==> src/rtl/key_loader_pkg.sv <==
// Shared definitions for the key serial loader: state encoding, byte width
// and CRC-8 constants.
package key_loader_pkg;

  localparam int BYTE_W = 8;

  localparam logic [7:0] CRC8_POLY = 8'h07;
  localparam logic [7:0] CRC8_INIT = 8'h00;

  typedef enum logic [1:0] {
    IDLE      = 2'd0,
    WAIT_BYTE = 2'd1,
    SHIFT     = 2'd2
  } loader_state_e;

endpackage

==> src/rtl/crc8_serial.sv <==
// Bit-serial CRC-8 (MSB first, no reflection, no final xor).
// One input bit is folded into the remainder on every cycle where en is set.
module crc8_serial
  import key_loader_pkg::*;
(
  input  logic       clk,
  input  logic       reset,
  input  logic       clr,
  input  logic       en,
  input  logic       din,
  output logic [7:0] crc
);

  logic feedback;

  assign feedback = crc[7] ^ din;

  // Remainder register: cleared on reset or clr, advanced one bit per enabled cycle
  always_ff @(posedge clk or posedge reset) begin
    if (reset) begin
      crc <= CRC8_INIT;
    end else if (clr) begin
      crc <= CRC8_INIT;
    end else if (en) begin
      crc <= {crc[6:0], 1'b0} ^ (feedback ? CRC8_POLY : 8'h00);
    end
  end

endmodule

==> src/rtl/key_serial_loader.sv <==
// Key serial loader: accepts key bytes on a valid/ready handshake and feeds
// them MSB-first into the downstream SIPO key register via shift/s_in.
// Optional feature macro: KEY_LOADER_CRC8_EN adds a running CRC-8 over the
// shifted bits; without it crc8 is tied to zero.
module key_serial_loader
  import key_loader_pkg::*;
#(
  parameter  int KEY_BITS = 256,
  localparam int CNT_W    = $clog2(KEY_BITS + 1)
) (
  input  logic              clk,
  input  logic              reset,
  input  logic              start,
  input  logic              abort,
  input  logic              in_valid,
  input  logic [BYTE_W-1:0] in_data,
  output logic              in_ready,
  output logic              shift,
  output logic              s_in,
  output logic              busy,
  output logic              done,
  output logic [CNT_W-1:0]  bit_count,
  output logic [7:0]        crc8
);

  loader_state_e     state_q, state_d;
  logic [BYTE_W-1:0] buf_q, buf_d;
  logic [2:0]        bitIdx_q, bitIdx_d;
  logic              shift_q, shift_d;
  logic              sIn_q, sIn_d;
  logic              busy_q, busy_d;
  logic              done_q, done_d;
  logic [CNT_W-1:0]  count_q, count_d;

  // State and output registers; everything the loader drives comes from here
  always_ff @(posedge clk or posedge reset) begin
    if (reset) begin
      state_q  <= IDLE;
      buf_q    <= '0;
      bitIdx_q <= '0;
      shift_q  <= 1'b0;
      sIn_q    <= 1'b0;
      busy_q   <= 1'b0;
      done_q   <= 1'b0;
      count_q  <= '0;
    end else begin
      state_q  <= state_d;
      buf_q    <= buf_d;
      bitIdx_q <= bitIdx_d;
      shift_q  <= shift_d;
      sIn_q    <= sIn_d;
      busy_q   <= busy_d;
      done_q   <= done_d;
      count_q  <= count_d;
    end
  end

  // Next-state logic; the first bit of a byte is issued on the accepting edge
  // so shift is high for the eight cycles right after the handshake
  always_comb begin
    state_d  = state_q;
    buf_d    = buf_q;
    bitIdx_d = bitIdx_q;
    shift_d  = 1'b0;
    sIn_d    = 1'b0;
    busy_d   = busy_q;
    done_d   = done_q;
    count_d  = count_q;
    case (state_q)
      IDLE: begin
        if (start && !abort) begin
          state_d = WAIT_BYTE;
          busy_d  = 1'b1;
          done_d  = 1'b0;
          count_d = '0;
        end
      end
      WAIT_BYTE: begin
        if (abort) begin
          state_d = IDLE;
          busy_d  = 1'b0;
          done_d  = 1'b0;
        end else if (in_valid) begin
          state_d  = SHIFT;
          shift_d  = 1'b1;
          sIn_d    = in_data[BYTE_W-1];
          buf_d    = {in_data[BYTE_W-2:0], 1'b0};
          bitIdx_d = 3'd0;
          count_d  = count_q + 1'b1;
        end
      end
      SHIFT: begin
        if (abort) begin
          state_d = IDLE;
          busy_d  = 1'b0;
          done_d  = 1'b0;
        end else if (bitIdx_q == 3'd7) begin
          if (count_q == CNT_W'(KEY_BITS)) begin
            state_d = IDLE;
            busy_d  = 1'b0;
            done_d  = 1'b1;
          end else begin
            state_d = WAIT_BYTE;
          end
        end else begin
          shift_d  = 1'b1;
          sIn_d    = buf_q[BYTE_W-1];
          buf_d    = {buf_q[BYTE_W-2:0], 1'b0};
          bitIdx_d = bitIdx_q + 3'd1;
          count_d  = count_q + 1'b1;
        end
      end
      default: begin
        state_d = IDLE;
        busy_d  = 1'b0;
      end
    endcase
  end

  assign in_ready  = (state_q == WAIT_BYTE);
  assign shift     = shift_q;
  assign s_in      = sIn_q;
  assign busy      = busy_q;
  assign done      = done_q;
  assign bit_count = count_q;

`ifdef KEY_LOADER_CRC8_EN
  logic crcClr;

  assign crcClr = (state_q == IDLE) && start && !abort;

  crc8_serial u_crc (
    .clk   (clk),
    .reset (reset),
    .clr   (crcClr),
    .en    (shift_q),
    .din   (sIn_q),
    .crc   (crc8)
  );
`else
  assign crc8 = 8'h00;
`endif

endmodule

==> config.mk <==
export PLATFORM = sky130hd
export DESIGN_NAME = key_serial_loader
export DESIGN_NICKNAME = d
export VERILOG_FILES = /design/src/rtl/key_loader_pkg.sv /design/src/rtl/crc8_serial.sv /design/src/rtl/key_serial_loader.sv
export SDC_FILE = /design/constraint.sdc
export NUM_CORES = 1
export LEC_CHECK = 0
export CAP_MARGIN = 20
export CELL_PAD_IN_SITES_DETAIL_PLACEMENT = 1
export CELL_PAD_IN_SITES_GLOBAL_PLACEMENT = 1
export CORE_ASPECT_RATIO = 1.4
export CORE_MARGIN = 2
export CORE_UTILIZATION = 38
export DETAILED_ROUTE_END_ITERATION = 10
export PLACE_DENSITY_LB_ADDON = 0.1
export SYNTH_ARGS = -nofsm -noshare
export SYNTH_HDL_FRONTEND = slang
export SYNTH_SLANG_ARGS = --single-unit
==> constraint.sdc <==
create_clock -name clk -period 2.15 [get_ports clk]
set_input_delay 0.43 -clock clk [delete_from_list [all_inputs] [get_ports clk]]
set_output_delay 0.43 -clock clk [all_outputs]
set_load 0.05 [all_outputs]
Word-level counts from Yosys, hierarchy flattened

Cells that the tools add are included.

Output and inout bits: 22
Flip-flop bits (word level): 26
Bits in writable memories: 0
Latch bits: 0
Bits in read-only memories: 0
Memories kept: 0

$lt $le $gt $ge: 0
Add/sub/neg operators: 2
Multipliers: 0
Divide/modulo/power cells: 0
Bitwise logic cells: 0
Multiplexer cells: 44
Reductions and logical operators: 10
Equality and inequality tests: 13
Shifts and indexed selects: 0

Operators with widths:

| kind                  | number |
|---|---|
| $mux W9               | 5 |
| $mux W8               | 4 |
| $pmux W9 S3           | 1 |
| $mux W1               | 18 |
| $pmux W8 S2           | 1 |
| $mux W3               | 4 |
| $ne A2 B2 Y1 const B  | 6 |
| $mux W2               | 5 |
| $reduce_and A5 Y1     | 2 |
| $add A9 B1 Y9 const B | 1 |
| $eq A9 B9 Y1 const B  | 1 |
| $ne A3 B3 Y1 const B  | 3 |
| $pmux W1 S3           | 2 |
| $pmux W2 S3           | 1 |
| $pmux W3 S2           | 1 |
| $reduce_and A6 Y1     | 1 |
| $pmux W1 S2           | 2 |
| $reduce_and A4 Y1     | 1 |
| $add A3 B1 Y3 const B | 1 |
| $eq A3 B3 Y1 const B  | 1 |
| $reduce_and A3 Y1     | 1 |
| $reduce_bool A3 Y1    | 1 |
| $eq A2 B1 Y1 const B  | 1 |
| $eq A2 B2 Y1 const B  | 1 |
| other kinds (4)       | 4 |

Logic depth before layout (Yosys ltp)

Depth after elaboration: 5
Mapped depth: 7
Mapped depth without buffers: 6

Worst setup path before layout

OpenSTA, ideal clock, no wires.

Path kind: flip-flop to flip-flop
From: reg state_q[1]
To: reg count_q[8] (netlist: bit_count[8])
Data arrival time: 1.898 ns
Slack: 0.110 ns
Buffers on the path: 0
Library setup time: 0.142 ns
Cell stages (with the launch flop): 7
Cells stage by stage: dfrtp_1 -> inv_1 -> ha_1 -> or2_4 -> a221oi_4 -> and2_4 -> o221ai_1

Longest elaborated chain between the ends: 3

Ends and longest elaborated chain:

| what                                                                       | line                    | text |
|---|---|---|
| start: declaration                                                         | key_serial_loader.sv:26 | `loader_state_e state_q, state_d;` |
| start signal: assignment                                                   | key_serial_loader.sv:47 | `state_q <= state_d;` |
| $eq A2 B1 Y1 *                                                             | --                      |  |
| named net in_ready                                                         | key_serial_loader.sv:17 | `output logic in_ready,` |
| $ne A2 B2 Y1 (no source line) / $reduce_bool A3 Y1 (equally long branches) | --                      |  |
| $reduce_and A6 Y1 (no source line)                                         | --                      |  |
| end signal: assignment                                                     | key_serial_loader.sv:54 | `count_q <= count_d;` |
| end: declaration                                                           | key_serial_loader.sv:33 | `logic [CNT_W-1:0] count_q, count_d;` |

The timed path passes the listed nets; every way through them passes the cells marked *.
A chain may end at the register's enable or synchronous reset.

Worst setup path in the final report

From: reg count_q[3] (netlist: bit_count[3])
To: out bit_count[3]

RTL lines:

| what             | line                    | text |
|---|---|---|
| end: declaration | key_serial_loader.sv:22 | `output logic [CNT_W-1:0] bit_count,` |

No word-level cell between the ends.

==> reports/metrics.yaml <==
setup_path:
  cp_top_family: "buffers and inverters"
  startpoint_type: "register"
  cp_cell_sequence: "clkdlybuf4s50_1"
  cp-end-kind: "primary output"
  cp_max_fo: 7
  arrival_ns: 1.59
  worstPathRequired_ns: 1.72
  critical_path_class: "register to primary output"
  r2r_slack_ns: 0.16
  critPathMaxStageDelay_ns: 0.85
  slowest_stage: "clkdlybuf4s50_1"
  cp_num_buf_inv: 1
detailed_routing:
  vias: 1306
  drc: 0
  drt_wl_total_mm: 3.75
  drt_iter0_drc: 24
  vias_per_cell: 5.49
  detail_route.wl_per_cell_um: 15.7
  antenna_left: 0
  firstDrtPassIters: 4
clock_network:
  cts_resized: 0
  htree_levels: 1
  hold_buffers: 0
  clockRootBuffer: "clkbuf_8"
  cts_tree: "built"
  clkLatencyLatePin_ns: 0.27
  clockBufferDepth: 2
  cts_buffers: 3
  clkTransAtPathRegs_ns: 0.09
  clock-sinks: 25
  postCtsSetupRepairBufs: 0
logic_synthesis:
  async_reset_ff_share_pct: 100
  ys_warn_count: 0
  synth.avg_cell_area_um2: 9.64
  muxShareOfSynthArea_pct: 5.22
  netlist_area_um2: 1530
  ys_ff_latch: 25
  synth_edf_count: 0
  ys.flop_type: "dfrtp_1"
  synth_xor_area_share_pct: 0
  netlist_instances: 159
  synth_cell_types: 46
  synth_fa_ha_area_share_pct: 6.53
  synth_simple_gate_area_share_pct: 19.8
  ys_seq_area_share_pct: 40.8
  synth_top_family_by_area: "simple AND/OR/NAND/NOR gates"
  synth_compound_area_share_pct: 18.5
job:
  cap_violations: 0
die:
  rows: 27
  io_pins: 35
  initial_core_util_pct: 39.1
  core_area_um2: 3920
  die_h_um: 79.1
  die_w_um: 57.7
  die-area_um2: 4560
power_and_ir_drop:
  irDropWorstVdd_uv: 777
  power_density_nw_per_um2: 1270
  finalPower_mw: 2.43
  leakagePower_nw: 0.861
cells_and_area:
  nNetsFinal: 217
  regArea_um2: 626
  fillers: 468
  n_antenna_cell: 0
  drive_gt1_share_pct: 12.8
  final_cells: 238
  final_area_um2: 1920
  multi_input_area_um2: 798
  area_growth_pct: 25.1
  fin_util_pct: 48.9
timing:
  slew_violations: 0
  fin_setup_tns_ns: 0
  rsz0062_at_grt: "no"
  setup_viol: 0
  period_needed_ns: 2.02
  fmax_ghz: 0.496
  fin_skew_ns: 0.00928
  tightestPinTransition_ns: 0.503
  hold_viol: 0
  finalCritPeriodShare_pct: 93.8
  maxSlewHeadroom_pct: 66.4
status:
  status: "completed"
place:
  dp.final_hpwl_mm: 2.99
  place_area_um2: 1870
  dp.cells: 234
  place.gp.congestion: 0.846
  numPortBuffers: 26
grt:
  gr-total-overflow: 0
  grt_first_pass_wirelength_mm: 6.53
  antenna_found_initial: 0
  grt_max_degree: 26
  grt_pass1_vias: 1453
  grt_usage_pct: 17.8
worst_hold_path:
  worstHoldPathType: "register to register"
[metrics by stage]
stage | hold WS, ns | setup WS, ns
finish | 0.479 | 0.134
CTS | 0.485 | 0.125
floorplan | 0.438 | 0.110
global route | 0.522 | 0.0272
global placement | 0.455 | 0.171
detailed placement | 0.464 | 0.127
[path summary, 6_finish.rpt]
path,from,end,depth (start not counted)
max,bit_count[3],bit_count[3],1
max reg2reg,state_q[0],bit_count[4],7
min in group asynchronous,reset,bit_count[5],3
min,buf_q[1],buf_q[1],2
max in group asynchronous,reset,bit_count[2],3
min reg2reg,buf_q[1],buf_q[1],2
[cell usage after synthesis (all sizes together) (2+ instances only)]
cell type	count	share of area (%)
a21boi	2	0.98
buf	10	5.0
o2bb2ai	2	1.1
a21oi	2	0.65
nor3b	2	0.98
clkbuf	2	1.1
a31o	3	1.7
nor2	3	0.73
nand2	23	5.8
dfrtp	25	41
o21ai	9	2.9
a22o	3	1.7
inv	11	2.7
nor3	3	0.98
o31ai	2	0.98
mux2i	8	5.2
a32o	3	2.0
nand3	11	3.6
ha	8	6.5
nand4	2	0.82
and2	3	1.4
nand2b	4	2.1
and3	2	0.90
[power breakdown]
group	internal (mW)	total, mW	switching [mW]
Sequential	0.612	0.723	0.111
Combinational	0.573	1.42	0.852
Clock	0.132	0.279	0.147
[cells by family after synthesis]
family	count (synthesis)
adders and majority gates	8
DFF	25
and+or+nand+nor	58
other	1
buffers and inverters	23
muxes	8
AOI/OAI and AO/OA	36
[sequential cells by signal (all words and copies together), names as in the netlist]
| register | cells |
|---|---|
| bit_count | 9 |
| buf_q | 7 |
| bitIdx_q | 3 |
| state_q | 2 |
| busy | 1 |
| done | 1 |
| s_in | 1 |
| shift | 1 |
[cells in the final DEF, fill, tap and decap left out, types with 8 or more instances in the layout]
master / Yosys / routed
nand2_1: 22 / 22
inv_1: 11 / 11
o21ai_0: 9 / 9
ha_1: 8 / 8
nand3_1: 11 / 11
mux2i_1: 8 / 8
buf_4: 8 / 11
clkdlybuf4s50_1: 0 / 25
dfrtp_1: 25 / 25
conb_1: 1 / 8
[area by class of cell]
class	instances	area share [%]
flip-flops and latches	25	32.6
clock buffers	4	2.35
inverters	11	2.15
repair buffers	37	18.4
well taps	43	2.81
multi-input cells	118	41.6
[layer usage]
metal	wire length (µm)	track usage, %	up-vias
li1	-	-	622
met1	1470	20.5	652
met2	2100	32.7	28
met3	139	2.61	4
met4	44	6.05	0
met5	0	0	-
No activity file was read; power rests on OpenSTA's default activity.
==> RTL edit, RTL diff (same settings) <==
Register the output `bit_count` once more, with the module's reset; this adds one clock of latency there. The other outputs are not delayed to match.
--- a/src/rtl/key_serial_loader.sv
+++ b/src/rtl/key_serial_loader.sv
@@ -122,7 +122,13 @@
   assign s_in      = sIn_q;
   assign busy      = busy_q;
   assign done      = done_q;
-  assign bit_count = count_q;
+  always_ff @(posedge clk or posedge reset) begin
+    if (reset) begin
+      bit_count <= '0;
+    end else begin
+      bit_count <= count_q;
+    end
+  end
 
 `ifdef KEY_LOADER_CRC8_EN
   logic crcClr;
Formal check against the unedited RTL: not equivalent (a bounded check fails within 4 cycles, from zero or initial values and one cycle with reset high).
==> RTL edit against the unedited design <==
Wire length up 11%. Fmax is 2.3% higher. Synthesized area increased by 15%. Non-clock buffer count unchanged. Power is 17% higher. Sequential cell count grew 9. Core utilization increased by 0.25 points. Die area rose by 14%. Cell area grew 15%. Synthesized cell count up 5.0%. Setup slack improved by 0.044 ns.
==> RTL edit: results (changes against the unedited design) <==
* Critical path's slowest cell: dfrtp_1
* Met1 WL at 1600 um (+9.1%)
* WL met3 at 124 um (-11%)
* NetSw at 1.21 mW (+9.1%)
* Total GRT Usage at 17.8% (+0.034 points)
* FF-to-FF End: busy
* Clk_lat worst skew at roughly 0.28 ns
* P&R area growth vs syn at 25.1% (about the same)
* DRT iter0 DRCs at 29 (+21%)
* Die Wd at 61.6 um (+6.9%)
* Static Leak at 0.960 nW (+11%)
* Clock buf count at 6 (+2)
* Worst path arrival time at 2.14 ns (+0.55 ns)
* Status: completed
* Clock power share at 17.5% (+6.0 points)
* Share of cells above drive strength 1 at 14.6% (+1.7 points)
* Setup Skew at 0.00601 ns (-0.00328 ns)
* Most area-consuming cells after synthesis: dfrtp_1, ha_1, mux2i_1
* First-pass GRT wire length at 6940 um (+6.3%)
* Reg-to-reg critical path startpoint: bitIdx_q[0]
* Reg2reg setup slack at 0.18 ns (+0.02 ns)
* CP endpoint kind: flip-flop
* Peak VDD IR at 0.642 mV (-17%)
* Post-synthesis sequential area ratio at 48.1% (+7.3 points)
* Non-clock inverters at 13 (+2)
* Seq/total area at 38.5% (+5.8 points)
* H-tree depth reported by CTS at 2 (+1)
* Worst Reg-to-Reg Cells at 6 (-1)
* Largest net degree at the start of global routing at 35 (+35%)
* Relative slew slack at 64.9% (-1.4 points)
* PortBufs at 26 (unchanged)
* DP HPWL at 3130 um (+4.7%)
* DR WL met2 at 2390 um (+14%)
* Multi-input gate count at 114 (-3.4%)
* Clock slew seen by the registers of the worst setup and hold paths at 0.07 ns (-0.02 ns)
* Drt total wl at 4160 um (+11%)
* Power Density at 1280 nW/um^2 (+1.0%)
* CTS root buffer: clkbuf_8
* Total CTS buffers at 5 (+2)
* GR Util met3 at 4.78% (+2.2 points)
* # fillers at 527 (+13%)
* Yosys cell types at 41 (-11%)
* Signal buf overhead at 15.4% (-3.0 points)
* Worst Hold Depth at 0 (-2)
* Fraction of area in multi-input gates at 36.1% (-5.5 points)
* Vias in the first global route at 1457 (+0.28%)
* Max layer used: met4
* DR pass1 iterations at 4 (unchanged)
* Via density at 5.15 (-6.2%)
* Largest stage delay on the critical path at 0.40 ns (-0.45 ns)
* Routability cong. at 0.793 (-6.3%)
* Met2 usage at 32.1% (-0.67 points)
* GR Util met1 at 19.9% (-0.63 points)
* Initial antenna violation count at 0 (unchanged)
* Layout Nets at 226 (+4.1%)
* Sequential cells at 34 (+36%)
* Synth cell count leaders: dfrtp_1, nand3_1, inv_1
* DP Area at 2120 sq um (+13%)
* Clock buf/inv share at 4.30% (+1.9 points)
* CP max FO at 5 (-2)
[RTL edit: changes by cell type in the layout (fill, tap and decap cells not counted), sizes merged, moves of 2 or more]
| cell | before | now |
|---|---|---|
| a31o | 3 | 1 |
| o21ai | 9 | 6 |
| nor2 | 3 | 11 |
| a22o | 3 | 0 |
| nand3 | 11 | 16 |
| dfrtp | 25 | 34 |
| clkbuf | 4 | 6 |
| a21boi | 2 | 0 |
| nand2 | 23 | 8 |
| a211oi | 0 | 2 |
| a21oi | 2 | 9 |
| and2 | 3 | 1 |
| nand2b | 4 | 2 |
| inv | 11 | 13 |
[RTL edit: cells by family (layout without fill, tap and decap cells)]
family	Yosys count	in the layout	share of synthesized area, %
buffers and inverters	26	58	8.14
AO/OA/AOI/OAI	34	34	15.2
multiplexers	10	10	5.94
other	1	8	0.212
AND/OR/NAND/NOR	54	54	16.7
adder cells (fa/ha/maj)	8	8	5.66
flip-flops	34	34	48.1
[RTL edit: per-stage QoR]
stage | cells | setup WS (ns)
2_1_floorplan | 174 | 0.00634
3_3_place_gp | 260 | 0.119
3_5_place_dp | 260 | 0.0581
4_1_cts | 268 | 0.198
5_1_grt | 268 | 0.0606
6_report | 268 | 0.178
[RTL edit: critical path: cells and delay by family (launching register included)]
family | cells | cell delay (ns)
fa+ha+maj | 2 | 0.45
compound gates | 2 | 0.27
simple gates | 1 | 0.40
flops | 1 | 0.40
mux | 1 | 0.33
[RTL edit: how the worst min path moves through the flow]
stage,startpoint,endpoint,slack [ns]
CTS,count_q[8],bit_count[8],0.44
floorplan,count_q[8],bit_count[8],0.40
global route,count_q[8],bit_count[8],0.45
detailed placement,count_q[8],bit_count[8],0.43
global placement,count_q[8],bit_count[8],0.42
finish,count_q[8],bit_count[8],0.44
